### src/rtl/cga_mac_xagen.sv
// cga_mac_xagen - extended-address generator for the CGA MAC path.
//
// Builds a logical effective address from a selected CPU register plus an
// optional CD displacement. The address is translated through a bank of
// per-page-table segment base registers. One or two physical addresses are
// delivered over a valid/ready handshake.
//
// Ports
//   MCLK, RESETN        clock (rising edge) / asynchronous active-low reset
//   REQ, DOUBLE         start an access (sampled in IDLE); two-beat access
//   SRC_SEL, CDS        operand select (PR/BR/XR/RB/LCA/zero); add CD
//   PR, BR, XR, RB, CD  operand sources and displacement
//   PONI, PTSEL         translation enable and page-table select (latched with REQ)
//   SEG_WE/IDX/BASE/VLD segment register write port
//   LA_READY            consumer accepts LA
//   ACK, BUSY           request accepted pulse; access in progress
//   LA, LA_VALID, LA_LAST  physical address beat and its handshake flags
//   FAULT               pulse when translating through an invalid entry
//   LCA, NLCA           latched logical address and LCA+1
//
// States
//   state   | meaning
//   S_IDLE  | waiting for REQ
//   S_XLATE | translating LCA into LA (one cycle per beat)
//   S_OUT   | LA_VALID high, waiting for LA_READY
//   S_FAULT | one-cycle FAULT pulse, then back to IDLE
module cga_mac_xagen #(
  parameter int AW        = 16,
  parameter int PAW       = 24,
  parameter int PAGE_BITS = 10,
  parameter int PT_N      = 4,
  localparam int PSW      = (PT_N > 1) ? $clog2(PT_N) : 1,
  localparam int SBW      = PAW - PAGE_BITS
) (
  input  logic           MCLK,
  input  logic           RESETN,
  input  logic           REQ,
  input  logic           DOUBLE,
  input  logic [2:0]     SRC_SEL,
  input  logic           CDS,
  input  logic [AW-1:0]  PR,
  input  logic [AW-1:0]  BR,
  input  logic [AW-1:0]  XR,
  input  logic [AW-1:0]  RB,
  input  logic [AW-1:0]  CD,
  input  logic           PONI,
  input  logic [PSW-1:0] PTSEL,
  input  logic           SEG_WE,
  input  logic [PSW-1:0] SEG_IDX,
  input  logic [SBW-1:0] SEG_BASE,
  input  logic           SEG_VLD,
  input  logic           LA_READY,
  output logic           ACK,
  output logic           BUSY,
  output logic [PAW-1:0] LA,
  output logic           LA_VALID,
  output logic           LA_LAST,
  output logic           FAULT,
  output logic [AW-1:0]  LCA,
  output logic [AW-1:0]  NLCA
);

  typedef enum logic [1:0] {S_IDLE, S_XLATE, S_OUT, S_FAULT} state_t;

  state_t         state_q, state_d;
  logic [AW-1:0]  lca_q;
  logic [PAW-1:0] la_q;
  logic           dbl_q, poni_q, beat_q;
  logic [PSW-1:0] ptsel_q;
  logic [SBW-1:0] seg_base_q [PT_N];
  logic           seg_vld_q  [PT_N];

  logic [AW-1:0]  operand, ea, nlca;
  logic [SBW-1:0] page_ext, seg_sum;
  logic [PAW-1:0] xlat_la, flat_la;
  logic           accept, xfer, seg_fault;

  always_comb begin
    operand = '0;
    case (SRC_SEL)
      3'd0:    operand = PR;
      3'd1:    operand = BR;
      3'd2:    operand = XR;
      3'd3:    operand = RB;
      3'd4:    operand = lca_q;
      default: operand = '0;
    endcase
  end

  assign ea   = operand + (CDS ? CD : '0);
  assign nlca = lca_q + 1'b1;

  // Page number is zero-extended (or truncated) to the segment base width;
  // the sum wraps modulo 2^SBW.
  assign page_ext  = SBW'(lca_q[AW-1:PAGE_BITS]);
  assign seg_sum   = seg_base_q[ptsel_q] + page_ext;
  assign xlat_la   = {seg_sum, lca_q[PAGE_BITS-1:0]};
  assign flat_la   = PAW'(lca_q);
  assign seg_fault = poni_q && !seg_vld_q[ptsel_q];

  assign accept = (state_q == S_IDLE) && REQ;
  assign xfer   = (state_q == S_OUT) && LA_READY;

  always_ff @(posedge MCLK or negedge RESETN) begin
    if (!RESETN) state_q <= S_IDLE;
    else         state_q <= state_d;
  end

  always_comb begin
    state_d = state_q;
    case (state_q)
      S_IDLE:  if (REQ) state_d = S_XLATE;
      S_XLATE: state_d = seg_fault ? S_FAULT : S_OUT;
      S_OUT:   if (LA_READY) state_d = (dbl_q && !beat_q) ? S_XLATE : S_IDLE;
      S_FAULT: state_d = S_IDLE;
      default: state_d = S_IDLE;
    endcase
  end

  always_ff @(posedge MCLK or negedge RESETN) begin
    if (!RESETN) begin
      lca_q   <= '0;
      la_q    <= '0;
      dbl_q   <= 1'b0;
      poni_q  <= 1'b0;
      beat_q  <= 1'b0;
      ptsel_q <= '0;
      for (int i = 0; i < PT_N; i++) begin
        seg_base_q[i] <= '0;
        seg_vld_q[i]  <= 1'b0;
      end
    end else begin
      // A write lands at this edge; an XLATE in the same cycle has already
      // used the old entry.
      if (SEG_WE) begin
        seg_base_q[SEG_IDX] <= SEG_BASE;
        seg_vld_q[SEG_IDX]  <= SEG_VLD;
      end
      if (accept) begin
        lca_q   <= ea;
        dbl_q   <= DOUBLE;
        poni_q  <= PONI;
        ptsel_q <= PTSEL;
        beat_q  <= 1'b0;
      end
      if ((state_q == S_XLATE) && !seg_fault)
        la_q <= poni_q ? xlat_la : flat_la;
      // Second beat re-enters XLATE so a page crossing uses the new page.
      if (xfer && dbl_q && !beat_q) begin
        lca_q  <= nlca;
        beat_q <= 1'b1;
      end
    end
  end

  assign ACK      = (state_q == S_XLATE) && !beat_q;
  assign BUSY     = (state_q != S_IDLE);
  assign LA       = la_q;
  assign LA_VALID = (state_q == S_OUT);
  assign LA_LAST  = (state_q == S_OUT) && (!dbl_q || beat_q);
  assign FAULT    = (state_q == S_FAULT);
  assign LCA      = lca_q;
  assign NLCA     = nlca;

endmodule

### config.mk
export PLATFORM = sky130hd
export DESIGN_NAME = cga_mac_xagen
export DESIGN_NICKNAME = d
export VERILOG_FILES = /design/src/rtl/cga_mac_xagen.sv
export SDC_FILE = /design/constraint.sdc
export NUM_CORES = 1
export LEC_CHECK = 0
export CORE_ASPECT_RATIO = 2
export CORE_MARGIN = 2
export CORE_UTILIZATION = 42
export DETAILED_ROUTE_END_ITERATION = 10
export GPL_ROUTABILITY_DRIVEN = 1
export MAX_ROUTING_LAYER = met4
export PLACE_DENSITY_LB_ADDON = 0.1
export SYNTH_ARGS = -nofsm -noshare
export SYNTH_HDL_FRONTEND = slang
export SYNTH_SLANG_ARGS = --single-unit
### constraint.sdc
create_clock -name MCLK -period 8.5 [get_ports MCLK]
set_clock_uncertainty 0.05 [all_clocks]
set_input_delay 1.275 -clock MCLK [delete_from_list [all_inputs] [get_ports MCLK]]
set_output_delay 1.275 -clock MCLK [all_outputs]
set_load 0.02 [all_outputs]
# --- Word-level counts from Yosys, hierarchy flattened ---
# Cells that the tools add are included.
totals:
  regBits: 107
  latch_bits: 0
  ram_bits: 0
  mem_bits_ro: 0
  inputBits: 110
  word_cells: 76
  memories: 0
op_classes:
  addsub: 3
  mul: 0
  n_div: 0
  order_cmp: 3
  eq_ne: 9
  shift: 0
  muxes: 24
  n_bitwise: 2
  reduce_logical: 20
ops:
  columns: ["operator", "count"]
  rows:
  - ["one-hot mux 16 bit (5 select lines)", 1]
  - ["bitwise mux 56 bit", 1]
  - ["2-to-1 mux 16 bit", 3]
  - ["2-to-1 mux 14 bit", 3]
  - ["binary-select mux 14 bit (select 2 bit)", 1]
  - ["demux 14 bit (select 2 bit)", 1]
  - ["2-to-1 mux 24 bit", 1]
  - ["adder 16 x 1 -> 16 bit (second input constant)", 1]
  - ["adder 16 bit", 1]
  - ["adder 14 x 6 -> 14 bit", 1]
  - ["logical AND 1 bit", 10]
  - ["one-hot mux 2 bit (4 select lines)", 1]
  - ["2-to-1 mux 1 bit", 7]
  - ["== test 3 x 2 -> 1 bit (second input constant)", 2]
  - ["greater-or-equal comparator 3 bit (second input constant)", 2]
  - ["NOT 2 -> 3 bit", 2]
  - ["bitwise mux 4 bit", 1]
  - ["== test 2 bit (second input constant)", 2]
  - ["zero test 1 bit", 4]
  - ["2-to-1 mux 2 bit", 2]
  - ["!= test 2 bit (second input constant)", 2]
  - ["nonzero test 2 bit", 2]
  - ["== test 3 x 1 -> 1 bit (second input constant)", 1]
  - ["== test 3 bit (second input constant)", 1]
  - ["8 further kinds", 8]

# --- Longest topological paths before layout ---
logic_depth:
  ltp_word: 8
  depth_mapped: 15

# --- Least setup slack after synthesis ---
# No wires, ideal clock.
synth_timing:
  path_type: "input to register"
  from: "in SRC_SEL[0]"
  to: "reg lca_q[15], in the netlist LCA[15]"
  setup_time_ps: 94
  t_arrival_ps: 3844
  setup_slack_ps: 4512
  cell_stages: 12
  cell_sequence: "buf_4 > clkbuf_1 > mux2_2 > a22oi_1 > o22ai_1 > ha_1 > a211o_1 > o2111ai_2 > a211oi_2 > a41oi_2 > xnor2_1 > a221oi_2"
synth_between:
  elab_chain_len: 5
  word_cells_on_any_way: 9
synth_rtl:
  columns: ["element", "line_no", "source"]
  rows:
  - ["from (decl)", "39", "input logic [2:0] SRC_SEL,"]
  - ["== test 3 bit (tied with other cells)", "80", "case (SRC_SEL)"]
  - ["one-hot mux 16 bit (5 select lines) (*)", "80", null]
  - ["adder 16 bit (*)", "90", "assign ea = operand + (CDS ? CD : '0);"]
  - ["2-to-1 mux 16 bit (*)", "139", "if (accept) begin"]
  - ["2-to-1 mux 16 bit (*)", "149", "if (xfer && dbl_q && !beat_q) begin"]
  - ["to (signal assigned)", "150", "lca_q <= nlca;"]
  - ["to (decl)", "66", "logic [AW-1:0] lca_q;"]
# Mark *: on every way between the ends. The rest lies on a longest branch, timed or not. The select of a mux whose other input is x is not followed.
# A chain may end at the register's enable or synchronous reset.

# --- Worst setup path after layout ---
layout_timing:
  from: "in SRC_SEL[0]"
  to: "reg lca_q[14], in the netlist LCA[14]"
# Same word-level chain as after synthesis.

==> impl_metrics.json <==
{
  "outcome": "completed",
  "cp_max_fo": 20,
  "ys_async_sr_fraction_pct": 100,
  "port_buffers": 170,
  "crit_type": "in -> reg",
  "synthAdderAreaFrac_pct": 4.70,
  "clk_pin_slew_worst_paths_ns": 0.07,
  "total_power_mw": 2.64,
  "synth_area_um2": 6710,
  "holdWs_ns": 0.433,
  "setup_tns_ns": 0,
  "num_io_pins": 171,
  "hold_start": "LA[16]$_DFFE_PN0P_",
  "pre_cts_ws_ns": 2.70,
  "regToRegSetupSlack_ns": 5.37,
  "hp-class": "reg -> reg",
  "syn_avg_cell_area_um2": 10.7,
  "ctsRootBufferMaster": "clkbuf_16",
  "postRouteAntennaNets": 0,
  "cts_setup_buffers": 0,
  "h-tree-depth": 3,
  "synthCells": 625,
  "fin_area_um2": 8820,
  "synth_compound_area_share_pct": 15.5,
  "postLayoutSetupSlackWorst_ns": 3.10,
  "p_leak_nw": 3.63,
  "arrival_ns": 5.56,
  "hpwlAfterDp_um": 15500,
  "seqCellArea_um2": 2680,
  "hold_buffers": 0,
  "finalSetupViolCount": 0,
  "synth_edf_count": 0,
  "synth-xor-area-share_pct": 4.83,
  "grt_first_pass_wirelength_um": 30500,
  "drt-initial-drc-count": 189,
  "synth.area.mux_share_pct": 19.9,
  "fin_crit_ns": 5.40,
  "drive_gt1_share_pct": 18.3,
  "stdcell_count": 982,
  "crit_path_cell_trace": "clkdlybuf4s50_1 -> nor2_1 -> a22oi_1 -> o22ai_1 -> ha_1 -> inv_1 -> fa_1 -> and2b_1 -> o2111a_1 -> o311a_1 -> o21ai_1 -> o31ai_1 -> xnor2_1 -> mux2i_1",
  "cts.sinks": 107,
  "cts_tree": "done",
  "post_cts_resized": 0,
  "grt_max_degree": 79,
  "synth_flop_cell": "dfrtp_1",
  "startpoint_type": "input port",
  "die_y_um": 183,
  "synth-seq-cells": 107,
  "placed_cell_area_um2": 8530,
  "synthSimpleGateAreaFrac_pct": 11.4,
  "multi_input_area_um2": 3770,
  "dp_cells": 966,
  "fillers": 1376,
  "grt_setup_unrepaired": "false",
  "maxSlewViolCount": 0,
  "drv_cap": 0,
  "route.detailed.drc": 0,
  "yosysWarningCount": 0,
  "yosysUniqueCellTypes": 67,
  "timing.rr.start": "ptsel_q[1]$_DFFE_PN0P_",
  "synth_top_family_by_area": "multiplexers",
  "wirelength_um": 19700,
  "critPathRequiredTime_ns": 8.66,
  "utilization_pct": 56.2,
  "grt_pass1_vias": 6034,
  "syn-num-nets": 759,
  "r2r_end": "LA[20]$_DFFE_PN0P_",
  "antenna_found_initial": 0,
  "fmax_mhz": 185,
  "wl_per_cell_um": 20.1,
  "slowest_stage": "nor2_1",
  "coreArea_um2": 15700,
  "clk_latency_ns": 0.35,
  "vdd_ir_drop_max_mv": 0.181,
  "period_share_pct": 63.6,
  "vias": 5556,
  "diodes": 0,
  "worst_pin_slew_ns": 1.05,
  "yosysSeqAreaShare_pct": 39.9,
  "vias_per_cell": 5.66,
  "layout.nets": 910,
  "dieArea_um2": 17100,
  "hold_viol": 0,
  "drt_first_pass_iters": 5,
  "area_delta_synth_final_pct": 31.6,
  "r2r_cells": 11,
  "initial_core_util_pct": 42.7,
  "clk_path_buf_depth": 2,
  "rows": 65,
  "hold_end": "LA[16]$_DFFE_PN0P_",
  "endpoint_kind": "flip-flop",
  "min_path_cells": 2,
  "overflow": 0,
  "slowest_delay_ns": 1.01,
  "numCtsBuffers": 9,
  "grtUsageTotal_pct": 23.9,
  "gp_congestion": 0.908,
  "slew_headroom_pct": 29.8,
  "die_w_um": 93.3,
  "power.density_nw_per_um2": 299
}
[report_power, final]
group | internal [mW] | leakage [nW] | switching, mW
clock | 0.230 | 0.146 | 0.190
combinational | 0.676 | 2.19 | 0.680
sequential | 0.664 | 1.29 | 0.198
total | 1.57 | 3.63 | 1.07
[cells by family after synthesis]
| group | after synthesis |
|---|---|
| simple gates | 147 |
| mux | 103 |
| xor+xnor | 37 |
| flops | 107 |
| buf+inv | 55 |
| compound gates | 152 |
| fa+ha+maj | 24 |
[worst max-delay path: cells and delay by family]
kind	cells	cell delay, ns
xor+xnor	1	0.16
mux	1	0.09
fa+ha+maj	2	0.63
compound gates	6	1.24
simple gates	2	1.25
buf+inv	2	0.93
[state kept, by name (all words and copies together), names as in the netlist]
signal	flops
seg_vld_q	4
beat_q	1
state_q	2
LCA	16
dbl_q	1
seg_base_q	56
poni_q	1
ptsel_q	2
LA	24
[layout make-up]
cell class | instances | share of cell area [%]
tap | 201 | 2.85
timing repair buffer | 178 | 19.9
clock inverter | 7 | 0.837
clock buffer | 9 | 2.55
sequential | 107 | 30.3
inverter | 17 | 0.723
multi-input combinational | 463 | 42.8
[layout by cell type, fill, tap and decap left out, types with 6 or more instances in the layout]
cell type / Yosys / final
and2_1: 17 / 17
nand3_1: 7 / 7
nor2_1: 25 / 25
a22oi_1: 32 / 32
nor3_1: 6 / 6
clkdlybuf4s50_1: 0 / 169
nor2b_1: 8 / 8
mux4_2: 12 / 12
nand2_1: 57 / 57
ha_1: 22 / 22
a21oi_1: 31 / 31
inv_1: 16 / 16
mux2_2: 84 / 84
o22ai_1: 22 / 22
xor2_1: 14 / 14
clkbuf_16: 0 / 9
buf_4: 5 / 9
dfrtp_1: 107 / 107
o21ai_0: 27 / 27
xnor2_1: 23 / 23
[synthesized netlist by cell type, types with 5 or more instances]
master,count,share of area [%]
a21oi_1,31,2.3
a22oi_1,32,3.6
and2_1,17,1.6
buf_2,9,0.67
buf_4,5,0.56
clkbuf_1,20,1.1
dfrtp_1,107,40
ha_1,22,4.1
inv_1,16,0.90
mux2_2,84,14
mux4_2,12,4.0
nand2_1,57,3.2
nand3_1,7,0.52
nor2_1,25,1.4
nor2b_1,8,0.75
nor3_1,6,0.45
o21ai_0,27,2.0
o22ai_1,22,2.1
xnor2_1,23,3.0
xor2_1,14,1.8
[metal layers]
| metal | part of all wire, % | vias up | global-route usage [%] |
|---|---|---|---|
| li1 | - | 2585 | - |
| met1 | 33 | 2735 | 21.9 |
| met2 | 57 | 196 | 46.2 |
| met3 | 6.0 | 40 | 4.09 |
| met4 | 3.6 | 0 | 11.1 |
| met5 | 0 | - | - |
[worst max path at each step]
stage	startpoint	slack, ns	end
6_report	SRC_SEL[0]	3.10	LCA[14]$_DFFE_PN0P_
5_1_grt	SRC_SEL[0]	2.64	LCA[14]$_DFFE_PN0P_
4_1_cts	SRC_SEL[0]	3.06	LCA[14]$_DFFE_PN0P_
3_5_place_dp	SRC_SEL[0]	2.70	LCA[14]$_DFFE_PN0P_
3_3_place_gp	SRC_SEL[0]	2.84	LCA[14]$_DFFE_PN0P_
2_1_floorplan	SRC_SEL[0]	4.51	LCA[15]$_DFFE_PN0P_
Note: power is estimated with default switching activity, not from simulation.
